**src/rtl/mycpu_pkg.sv**
```systemverilog
// Shared types and constants for the decode-stage hazard interlock.
// HAZARD_WB_BYPASS_EN selects the write-through register file bubble table.
package mycpu_pkg;

    typedef enum logic [0:0] {IDLE, STALL} state_e;

    localparam logic [4:0] REG_ZERO = 5'd0;

`ifdef HAZARD_WB_BYPASS_EN
    // Write-through register file: the oldest producer is already visible.
    localparam logic [1:0] BUB_M1 = 2'd2;
    localparam logic [1:0] BUB_M2 = 2'd1;
    localparam logic [1:0] BUB_M3 = 2'd0;
`else
    localparam logic [1:0] BUB_M1 = 2'd3;
    localparam logic [1:0] BUB_M2 = 2'd2;
    localparam logic [1:0] BUB_M3 = 2'd1;
`endif

    function automatic logic [1:0] max_bub(input logic [1:0] a, input logic [1:0] b);
        return (a > b) ? a : b;
    endfunction

endpackage

```
**src/rtl/hazard_cmp.sv**
```systemverilog
// Compares one source register against the three in-flight destinations and
// returns the number of bubbles needed before that source may be read.
module hazard_cmp
    import mycpu_pkg::*;
(
    input  logic [4:0] src_i,
    input  logic       used_i,
    input  logic [4:0] m1_i,
    input  logic [4:0] m2_i,
    input  logic [4:0] m3_i,
    output logic [1:0] bub_o
);

    logic live;

    always_comb begin
        live  = used_i && (src_i != REG_ZERO);
        bub_o = 2'd0;
        // Nearest producer has the largest requirement, so priority gives the max.
        if (live && (src_i == m1_i)) begin
            bub_o = BUB_M1;
        end else if (live && (src_i == m2_i)) begin
            bub_o = BUB_M2;
        end else if (live && (src_i == m3_i)) begin
            bub_o = BUB_M3;
        end
    end

endmodule

```
**src/rtl/hazard_stall_unit.sv**
```systemverilog
// Decode-stage RAW interlock: holds IF/ID and injects bubbles until the producer
// is far enough ahead. Bubble table switches with HAZARD_WB_BYPASS_EN.
module hazard_stall_unit
    import mycpu_pkg::*;
#(
    parameter int unsigned CNT_W = 32
) (
    input  logic             clk,
    input  logic             rst,
    input  logic             id_valid,
    input  logic             id_flush,
    input  logic [4:0]       id_rs,
    input  logic [4:0]       id_rt,
    input  logic             id_rs_used,
    input  logic             id_rt_used,
    input  logic [4:0]       id_dest,
    input  logic [4:0]       tRegOfMinus1Inst,
    input  logic [4:0]       tRegOfMinus2Inst,
    input  logic [4:0]       tRegOfMinus3Inst,
    output logic             stall,
    output logic [4:0]       targetReg,
    output logic [CNT_W-1:0] stall_cycles
);

    state_e           state_q, state_d;
    logic [1:0]       cnt_q, cnt_d;
    logic [CNT_W-1:0] stall_cycles_q, stall_cycles_d;
    logic [1:0]       rs_bub, rt_bub, need;

    hazard_cmp u_cmp_rs (
        .src_i  (id_rs),
        .used_i (id_rs_used & id_valid),
        .m1_i   (tRegOfMinus1Inst),
        .m2_i   (tRegOfMinus2Inst),
        .m3_i   (tRegOfMinus3Inst),
        .bub_o  (rs_bub)
    );

    hazard_cmp u_cmp_rt (
        .src_i  (id_rt),
        .used_i (id_rt_used & id_valid),
        .m1_i   (tRegOfMinus1Inst),
        .m2_i   (tRegOfMinus2Inst),
        .m3_i   (tRegOfMinus3Inst),
        .bub_o  (rt_bub)
    );

    assign need = max_bub(rs_bub, rt_bub);

    always_comb begin
        state_d   = state_q;
        cnt_d     = cnt_q;
        stall     = 1'b0;
        targetReg = REG_ZERO;
        if (id_flush) begin
            state_d = IDLE;
            cnt_d   = 2'd0;
        end else begin
            case (state_q)
                IDLE: begin
                    if (need != 2'd0) begin
                        stall = 1'b1;
                        // The current cycle is the first bubble; cnt tracks the rest.
                        if (need > 2'd1) begin
                            cnt_d   = need - 2'd1;
                            state_d = STALL;
                        end
                    end else begin
                        targetReg = id_valid ? id_dest : REG_ZERO;
                    end
                end
                STALL: begin
                    stall = 1'b1;
                    if (cnt_q == 2'd1) begin
                        state_d = IDLE;
                        cnt_d   = 2'd0;
                    end else begin
                        cnt_d = cnt_q - 2'd1;
                    end
                end
                default: begin
                    state_d = IDLE;
                    cnt_d   = 2'd0;
                end
            endcase
        end
        stall_cycles_d = stall_cycles_q + CNT_W'(stall);
    end

    always_ff @(posedge clk or posedge rst) begin
        if (rst) begin
            state_q        <= IDLE;
            cnt_q          <= 2'd0;
            stall_cycles_q <= '0;
        end else begin
            state_q        <= state_d;
            cnt_q          <= cnt_d;
            stall_cycles_q <= stall_cycles_d;
        end
    end

    assign stall_cycles = stall_cycles_q;

endmodule

```
**config.mk**
```make
export PLATFORM = sky130hd
export DESIGN_NAME = hazard_stall_unit
export DESIGN_NICKNAME = d
export VERILOG_FILES = /design/src/rtl/mycpu_pkg.sv /design/src/rtl/hazard_cmp.sv /design/src/rtl/hazard_stall_unit.sv
export SDC_FILE = /design/constraint.sdc
export NUM_CORES = 1
export LEC_CHECK = 0
export CAP_MARGIN = 20
export CORE_UTILIZATION = 48
export CTS_CLUSTER_DIAMETER = 200
export DETAILED_ROUTE_END_ITERATION = 8
export PLACE_DENSITY = 0.94
export SYNTH_ARGS = -nofsm -noshare
export SYNTH_HDL_FRONTEND = slang
export SYNTH_SLANG_ARGS = --single-unit
```
**constraint.sdc**
```tcl
create_clock -name clk -period 14.4 [get_ports clk]
set_input_delay 3.6 -clock clk [delete_from_list [all_inputs] [get_ports clk]]
set_output_delay 3.6 -clock clk [all_outputs]
set_load 0.005 [all_outputs]
```
# == Word-level counts from Yosys, hierarchy flattened ==
# Cells that the tools add are included.
# word_totals
regBits,35
in_bits,36
out_inout_bits,38
# classes
n_addsub,3
magnitude_cmp,2
eq_ne,9
n_mux,24
bitwise_logic,3
n_reduce_logical,12
# op_table
cell,count
$add A32 B1 Y32,1
$eq A5 B5 Y1,6
$mux W5,4
$mux W2,9
$reduce_bool A5 Y1,2
$logic_and A1 B1 Y1,8
$mux W1,8
$ne A3 B3 Y1 const B,2
$pmux W1 S2,2
$pmux W2 S2,1
$sub A2 B1 Y2 const B,2
$and A1 B1 Y1,2
$eq A2 B1 Y1 const B,1
$gt A2 B1 Y1 const B,1
$gt A2 B2 Y1,1
$reduce_and A2 Y1,1
$reduce_bool A2 Y1,1
$not A1 Y1,1

# == Longest topological paths before layout ==
# Gate-level depths: netlist (run 1).
# depth
ltp_word,13
depth_mapped,19
ltp_nobuf,19

# == Modules after synthesis ==
# From an unflattened synthesis (run 1), not the netlist that was laid out.
# hier_totals
hier_cells,216
hier_area_um2,2217.1
# by_module_without_submodules
mod,instances,cells_each,area_per_inst_um2,seq_area_each_um2
hazard_stall_unit,1,166,1819.2,875.8
hazard_cmp,2,25,198.9,0.0

# == Worst setup path before layout (run 1) ==
# Ideal clock, no wire load.
# synth_timing
path_kind,input -> output
from,input port id_rt[0]
to,output port targetReg[0]
arrival_time_ns,5.982
setup_slack_ns,4.818
path_stages,12
cell_sequence,or4_1 -> o211ai_2 -> nor4_1 -> a21oi_1 -> inv_1 -> ha_1 -> inv_1 -> o22ai_1 -> mux2_4 -> ha_1 -> nor4bb_1 -> and2_1
# synth_between
elab_chain_len,12
word_cells_on_any_way,17
classes_between,order compare (1); eq/ne (3); mux (7); reduce/logical (6)
# synth_rtl
item,line,text
"start, declared",hazard_stall_unit.sv:13,"input logic [4:0] id_rt,"
$reduce_bool A5 Y1,hazard_cmp.sv:17,live = used_i && (src_i != REG_ZERO);
$logic_and A1 B1 Y1,hazard_cmp.sv:17,
$logic_and A1 B1 Y1,hazard_cmp.sv:24,end else if (live && (src_i == m3_i)) begin
$mux W1,hazard_cmp.sv:24,
$mux W2,hazard_cmp.sv:22,end else if (live && (src_i == m2_i)) begin
$mux W2 (*),hazard_cmp.sv:20,if (live && (src_i == m1_i)) begin
$gt A2 B2 Y1,mycpu_pkg.sv:21,return (a > b) ? a : b;
$mux W2 (*),mycpu_pkg.sv:21,
$reduce_bool A2 Y1 (*),hazard_stall_unit.sv:61,if (need != 2'd0) begin
$mux W5 (*),hazard_stall_unit.sv:61,
$mux W5 (*),hazard_stall_unit.sv:59,case (state_q)
$mux W5 (*),hazard_stall_unit.sv:55,if (id_flush) begin
"end, declared",hazard_stall_unit.sv:21,"output logic [4:0] targetReg,"
# Mark *: on every way between the ends. The rest lies on a longest branch, timed or not.

# == Worst setup path after layout (run 1) ==
# layout_timing
from,input port id_rt[3]
to,output port targetReg[1]
# Same word-level chain as after synthesis.

==> metrics.txt, run 1 <==
# TYPE chip_impl_metric gauge
chip_impl_info{name="result_of_the_run",value="complete, no violations"} 1
chip_impl_metric{name="port-buffer-count",unit=""} 73
chip_impl_metric{name="areaGrowthSynthToFinish",unit="%"} 42.2
chip_impl_metric{name="flip_flop_and_latch_count_after_synthesis",unit=""} 35
chip_impl_metric{name="post_cts_hold_buffer_count",unit=""} 0
chip_impl_metric{name="pin_count_of_the_biggest_net_entering_global_routing",unit=""} 36
chip_impl_metric{name="syn_avg_cell_area",unit="µm²"} 10.0
chip_impl_metric{name="vias_per_cell",unit=""} 5.47
chip_impl_metric{name="synth-compound-area-share",unit="%"} 3.81
chip_impl_metric{name="numPlacedInstances",unit=""} 330
chip_impl_metric{name="place_congestion",unit=""} 0.856
chip_impl_metric{name="totalPowerFinal",unit="µW"} 216
chip_impl_metric{name="cts.clk_slew.worst_paths",unit="ps"} 60
chip_impl_metric{name="core",unit="µm²"} 4060
chip_impl_metric{name="gr-total-overflow",unit=""} 0
chip_impl_metric{name="synth_area",unit="µm²"} 2070
chip_impl_metric{name="synth_seq_area_share",unit="%"} 42.3
chip_impl_metric{name="maxSlewViolCount",unit=""} 0
chip_impl_metric{name="drt_drc_violations_left",unit=""} 0
chip_impl_metric{name="die_h",unit="µm"} 67.7
chip_impl_info{name="dr.max_layer_used",value="met4"} 1
chip_impl_metric{name="cap_viol_max_count",unit=""} 0
chip_impl_metric{name="netlist-cell-type-count",unit=""} 26
chip_impl_metric{name="worst_skew_pair_later_pin_latency",unit="ps"} 280
chip_impl_metric{name="io_pins",unit=""} 74
chip_impl_metric{name="worst-endpoint-required",unit="ps"} 10800
chip_impl_metric{name="worst_ep_arrival_time",unit="ps"} 7410
chip_impl_metric{name="yosys.area_share.adder",unit="%"} 4.84
chip_impl_metric{name="fin_cells",unit=""} 336
chip_impl_info{name="largest_family_of_logic_cells_by_synthesized_area",value="XOR/XNOR gates"} 1
chip_impl_metric{name="synth-simple-area-share",unit="%"} 21.5
chip_impl_metric{name="cts-htree-levels",unit=""} 2
chip_impl_metric{name="grt_pass1_vias",unit=""} 1836
chip_impl_metric{name="vias_after_detailed_routing",unit=""} 1838
chip_impl_info{name="crit_path_end_kind",value="output port"} 1
chip_impl_metric{name="met2WireLength",unit="µm"} 2660
chip_impl_metric{name="final_layout_size_suffix_gt1_share",unit="%"} 4.90
chip_impl_metric{name="die_ar",unit="µm²"} 4580
chip_impl_info{name="crit_type",value="in -> out"} 1
chip_impl_metric{name="antenna_found_initial",unit=""} 0
chip_impl_metric{name="cts_buffers",unit=""} 5
chip_impl_info{name="setup.worst_path.start_class",value="primary input"} 1
chip_impl_metric{name="met3_wirelength",unit="µm"} 326
chip_impl_metric{name="power_density",unit="nW/µm²"} 73.6
chip_impl_metric{name="critical_path.max_fanout",unit=""} 5
chip_impl_metric{name="grt_first_pass_wirelength",unit="µm"} 7820
chip_impl_metric{name="slew-limit-headroom",unit="%"} 55.5
chip_impl_metric{name="fin_skew",unit="ps"} 4.16
chip_impl_metric{name="place_hpwl",unit="µm"} 4040
chip_impl_metric{name="cts.repair.resized",unit=""} 0
chip_impl_info{name="grt_setup_unrepaired",value="no"} 1
chip_impl_metric{name="gr-usage-all-layers",unit="%"} 23.1
chip_impl_metric{name="detail_route.wirelength.met1",unit="µm"} 1830
chip_impl_metric{name="final.fill_count",unit=""} 295
chip_impl_info{name="hold_class",value="reg -> reg"} 1
chip_impl_info{name="layout_common_cells",value="73 x clkdlybuf4s50_1, 36 x xnor2_1, 35 x dfrtp_1, 24 x xor2_1, 19 x nor2_1"} 1
chip_impl_info{name="clock_tree_from_tritoncts",value="done"} 1
chip_impl_metric{name="clock-sinks",unit=""} 35
chip_impl_metric{name="drt_pass1_iterations",unit=""} 4
chip_impl_metric{name="postCtsSetupRepairBufs",unit=""} 0
chip_impl_metric{name="antenna_violating_nets_left",unit=""} 0
chip_impl_metric{name="width_of_the_die",unit="µm"} 67.7
chip_impl_metric{name="drt_first_iter_violations",unit=""} 114
chip_impl_metric{name="totalNegativeSetupSlack",unit="ps"} 0
chip_impl_metric{name="detail_route.wl_per_cell",unit="µm"} 14.6
chip_impl_metric{name="antenna_cells",unit=""} 0
chip_impl_metric{name="synth.mux.area_fraction",unit="%"} 0.726
chip_impl_metric{name="final.period_utilization",unit="%"} 76.4
chip_impl_metric{name="hold_viol_final",unit=""} 0
chip_impl_metric{name="cellLeakagePower",unit="µW"} 0.00124
chip_impl_metric{name="tightestPinTransition",unit="ps"} 659
chip_impl_metric{name="maxClockFrequency",unit="MHz"} 90.8
chip_impl_metric{name="synth.net_count",unit=""} 250
chip_impl_metric{name="final_period_minus_worst_setup_slack",unit="ps"} 11010
chip_impl_info{name="final_common_cell",value="clkdlybuf4s50_1"} 1
chip_impl_metric{name="core.rowCount",unit=""} 23
chip_impl_metric{name="synth_cells",unit=""} 206
chip_impl_metric{name="power.ir.vdd_worst",unit="µV"} 37.2
chip_impl_info{name="clock_tree.root_cell",value="clkbuf_8"} 1
chip_impl_metric{name="synth-xor-area-share",unit="%"} 25.4
chip_impl_metric{name="floorplan.initialDensity",unit="%"} 51.0
chip_impl_metric{name="layout.nets",unit=""} 331
chip_impl_metric{name="setup-violations-final",unit=""} 0
chip_impl_metric{name="synthesis.yosys.warnings",unit=""} 0
chip_impl_metric{name="wl",unit="µm"} 4920
chip_impl_metric{name="max-clock-path-buffers",unit=""} 2
[through the flow]
stage | worst slack [ps] | hold WS [ps] | util (%) | area [µm²]
2_1_floorplan | 4820 | 468 | - | 2070
3_3_place_gp | 3520 | 461 | 70.7 | 2870
3_5_place_dp | 3370 | 486 | 70.7 | 2870
4_1_cts | 3360 | 494 | 72.5 | 2940
5_1_grt | 3130 | 502 | 72.5 | 2940
6_report | 3390 | 487 | 72.5 | 2940
[report_power, final]
| part | switching (µW) | internal [µW] | total [µW] |
|---|---|---|---|
| registers | 6.20 | 103 | 110 |
| clock network | 31.1 | 32.1 | 63.2 |
| logic | 17.2 | 26.4 | 43.6 |
| total | 54.5 | 162 | 216 |
[kinds of logic (layout without fill, tap and decap cells)]
| kind of cell | count (synthesis) | in the layout |
|---|---|---|
| AND/OR/NAND/NOR | 84 | 84 |
| XOR/XNOR | 60 | 60 |
| multiplexers | 1 | 1 |
| adder cells (fa/ha/maj) | 8 | 8 |
| AO/OA/AOI/OAI | 10 | 10 |
| flip-flops | 35 | 35 |
| buffers and inverters | 8 | 88 |
[cells in the mapped netlist (all sizes together)]
cell / count / area, µm²
nor4: 7 / 56.3
nand4: 9 / 56.3
o22ai: 1 / 6.26
and3: 3 / 18.8
inv: 8 / 30.0
a211oi: 2 / 15.0
ha: 8 / 100
dfrtp: 35 / 876
nor2: 20 / 77.6
nand3: 17 / 85.1
nor4b: 1 / 8.76
o211ai: 2 / 25.0
and2: 7 / 43.8
xnor2: 36 / 315
nor4bb: 1 / 10.0
nor3: 3 / 20.0
a21oi: 4 / 23.8
mux2: 1 / 15.0
xor2: 24 / 210
or4: 2 / 15.0
nand2: 14 / 52.6
a211o: 1 / 8.76
[sequential cells by signal (all words and copies together), names as in the netlist]
name,cells
cnt_q,2
state_q,1
stall_cycles,32
[critical path, cell delays in order]
cell and delay (ps):
clkdlybuf4s50_1 510, or4_1 550, o211ai_2 200, nor4_1 90
a21oi_1 210, inv_1 70, ha_1 270, inv_1 40
o22ai_1 190, mux2_4 190, ha_1 200, nor4bb_1 560
and2_1 220, clkdlybuf4s50_1 500
[layout make-up]
class | instances | area (µm²) | area share (%)
well taps | 50 | 62.6 | 2.13
multi-input cells | 163 | 1160 | 39.5
inverters | 8 | 30.0 | 1.02
clock buffers | 6 | 72.6 | 2.47
repair buffers | 74 | 738 | 25.1
flip-flops and latches | 35 | 876 | 29.8
[per-layer routing]
layer	vias up	global-route usage, %
met1	872	23.0
met3	13	4.73
li1	864	-
met2	89	45.8
met5	-	0
met4	0	8.51
[path summary, 6_finish.rpt]
path / start / end / slack [ps] / depth (start not counted)
setup / recovery: id_rt[3] / targetReg[1] / 3390 / 14
hold / removal: stall_cycles[31] / stall_cycles[31] / 490 / 1
setup reg to reg: state_q / stall_cycles[18] / 11910 / 10
hold reg to reg: stall_cycles[31] / stall_cycles[31] / 490 / 1
max in group asynchronous: rst / stall_cycles[19] / 10400 / 3
min in group asynchronous: rst / stall_cycles[25] / 3700 / 3
Power figures use the tool's default switching activity.
==> inputs of run 2 (changes only) <==
Settings changed: CORE_UTILIZATION 48 to 41, PLACE_DENSITY 0.94 to 0.86.
Clock period 14.4 ns to 9.4 ns, I/O delays scaled along.
==> metrics.txt, run 2 (synthesis gave the netlist of run 1 again) <==
# TYPE chip_impl_metric gauge
chip_impl_metric{name="slew-limit-headroom",unit="%"} 64.8
chip_impl_metric{name="gr-total-overflow",unit=""} 0
chip_impl_metric{name="layout.nets",unit=""} 331
chip_impl_info{name="final_common_cell",value="clkdlybuf4s50_1"} 1
chip_impl_metric{name="maxClockFrequency",unit="MHz"} 119
chip_impl_metric{name="worst-endpoint-required",unit="ps"} 7050
chip_impl_metric{name="setup-violations-final",unit=""} 0
chip_impl_metric{name="cellLeakagePower",unit="µW"} 0.00126
chip_impl_metric{name="floorplan.initialDensity",unit="%"} 43.2
chip_impl_metric{name="core",unit="µm²"} 4790
chip_impl_metric{name="drt_drc_violations_left",unit=""} 0
chip_impl_metric{name="cts.repair.resized",unit=""} 0
chip_impl_metric{name="cts_buffers",unit=""} 5
chip_impl_info{name="crit_start",value="id_rs[1]"} 1
chip_impl_metric{name="width_of_the_die",unit="µm"} 73.0
chip_impl_metric{name="fin_skew",unit="ps"} 6.72
chip_impl_info{name="startpoint_of_the_lowest_slack_register_to_register_path",value="state_q"} 1
chip_impl_metric{name="power_density",unit="nW/µm²"} 124
chip_impl_metric{name="critical_path.max_fanout",unit=""} 5
chip_impl_metric{name="antenna_found_initial",unit=""} 0
chip_impl_metric{name="die_ar",unit="µm²"} 5340
chip_impl_info{name="holdCritStartpoint",value="stall_cycles[31]"} 1
chip_impl_info{name="grt_setup_unrepaired",value="no"} 1
chip_impl_info{name="setup.worst_path.start_class",value="primary input"} 1
chip_impl_metric{name="place_hpwl",unit="µm"} 3740
chip_impl_metric{name="dpl_cell_area",unit="µm²"} 2890
chip_impl_metric{name="core.rowCount",unit=""} 25
chip_impl_info{name="crit_type",value="in -> out"} 1
chip_impl_metric{name="final.fill_count",unit=""} 398
chip_impl_metric{name="drt_pass1_iterations",unit=""} 5
chip_impl_metric{name="finalInstanceArea",unit="µm²"} 3010
chip_impl_metric{name="clock-sinks",unit=""} 35
chip_impl_metric{name="cap_viol_max_count",unit=""} 0
chip_impl_info{name="clock_tree_from_tritoncts",value="done"} 1
chip_impl_metric{name="antenna_cells",unit=""} 0
chip_impl_metric{name="io_pins",unit=""} 74
chip_impl_metric{name="final.period_utilization",unit="%"} 89.2
chip_impl_metric{name="grt_pass1_vias",unit=""} 1750
chip_impl_metric{name="power.ir.vdd_worst",unit="µV"} 57.3
chip_impl_metric{name="areaGrowthSynthToFinish",unit="%"} 45.4
chip_impl_metric{name="totalNegativeSetupSlack",unit="ps"} 0
chip_impl_metric{name="antenna_violating_nets_left",unit=""} 0
chip_impl_metric{name="hold_viol_final",unit=""} 0
chip_impl_metric{name="worst_skew_pair_later_pin_latency",unit="ps"} 280
chip_impl_info{name="crit_path_end_kind",value="output port"} 1
chip_impl_metric{name="cts.clk_slew.worst_paths",unit="ps"} 70
chip_impl_metric{name="max-clock-path-buffers",unit=""} 2
chip_impl_metric{name="detail_route.wl_per_cell",unit="µm"} 12.8
chip_impl_info{name="hold_class",value="reg -> reg"} 1
chip_impl_metric{name="grt_first_pass_wirelength",unit="µm"} 7540
chip_impl_metric{name="wl",unit="µm"} 4530
chip_impl_metric{name="maxSlewViolCount",unit=""} 0
chip_impl_metric{name="postCtsSetupRepairBufs",unit=""} 0
chip_impl_metric{name="pin_count_of_the_biggest_net_entering_global_routing",unit=""} 36
chip_impl_metric{name="largest_reg_flops",unit=""} 32
chip_impl_metric{name="final_period_minus_worst_setup_slack",unit="ps"} 8390
chip_impl_info{name="result_of_the_run",value="complete, no violations"} 1
chip_impl_metric{name="gr-usage-all-layers",unit="%"} 18.3
chip_impl_metric{name="post_cts_hold_buffer_count",unit=""} 0
chip_impl_metric{name="final_layout_size_suffix_gt1_share",unit="%"} 5.90
chip_impl_metric{name="vias_after_detailed_routing",unit=""} 1747
chip_impl_metric{name="vias_per_cell",unit=""} 4.92
chip_impl_metric{name="worst_ep_arrival_time",unit="ps"} 6040
chip_impl_info{name="layout_common_cells",value="73 x clkdlybuf4s50_1, 36 x xnor2_1, 35 x dfrtp_1, 24 x xor2_1, 19 x nor2_1"} 1
chip_impl_metric{name="cts-htree-levels",unit=""} 2
chip_impl_metric{name="tightestPinTransition",unit="ps"} 521
chip_impl_metric{name="place_congestion",unit=""} 0.914
chip_impl_info{name="clock_tree.root_cell",value="clkbuf_8"} 1
chip_impl_metric{name="drt_first_iter_violations",unit=""} 74
chip_impl_metric{name="die_h",unit="µm"} 73.0
chip_impl_metric{name="port-buffer-count",unit=""} 73
-- run 2: path summary, 6_finish.rpt --
path	depth (start not counted)	to	slack, ps
worst max-delay path	13	targetReg[3]	1010
worst min-delay path	1	stall_cycles[31]	490
worst max register to register	10	stall_cycles[18]	6990
worst min register to register	1	stall_cycles[31]	490
max in group asynchronous	3	stall_cycles[22]	6610
min in group asynchronous	3	stall_cycles[24]	2480
-- run 2: metal layers --
layer  share of wire [%]  vias to the layer above  global-route usage, %
met5                   0                        -                      0
met4                0.93                        0                   5.01
met3                 6.0                        4                   4.83
met2                  52                       65                   33.1
met1                  41                      816                   21.0
li1                    -                      862                      -
-- run 2: final cells by class --
cell class	count	area (µm²)	share of cell area, %
clock inverters	2	35.0	1.16
clock buffers	6	82.6	2.74
well taps	67	83.8	2.79
flip-flops and latches	35	876	29.1
repair buffers	74	738	24.5
inverters	8	30.0	0.998
multi-input cells	163	1160	38.7
-- run 2: power breakdown --
part | switching [µW] | leakage [µW] | internal [µW]
clock network | 51.9 | 0.0000612 | 85.7
registers | 8.88 | 0.000478 | 158
logic | 26.4 | 0.000720 | 40.4
-- run 2: critical path, stage by stage --
cell,delay (ps)
clkdlybuf4s50_1,520
or4_1,580
o211ai_2,230
nor4_2,90
nor2_1,200
ha_1,280
nor2_1,100
o22ai_1,100
mux2_4,220
ha_1,200
nor4bb_1,460
and2_1,210
clkdlybuf4s50_1,500
-- run 2: metrics by stage --
step,utilization (%),instances,hold slack (ps),setup slack [ps],power (µW)
finish,62.9,355,486,1010,372
floorplan,-,206,468,2320,193
CTS,62.9,355,502,999,376
global placement,60.4,347,459,1160,235
detailed placement,60.4,347,489,1010,238
global route,62.9,355,511,712,391
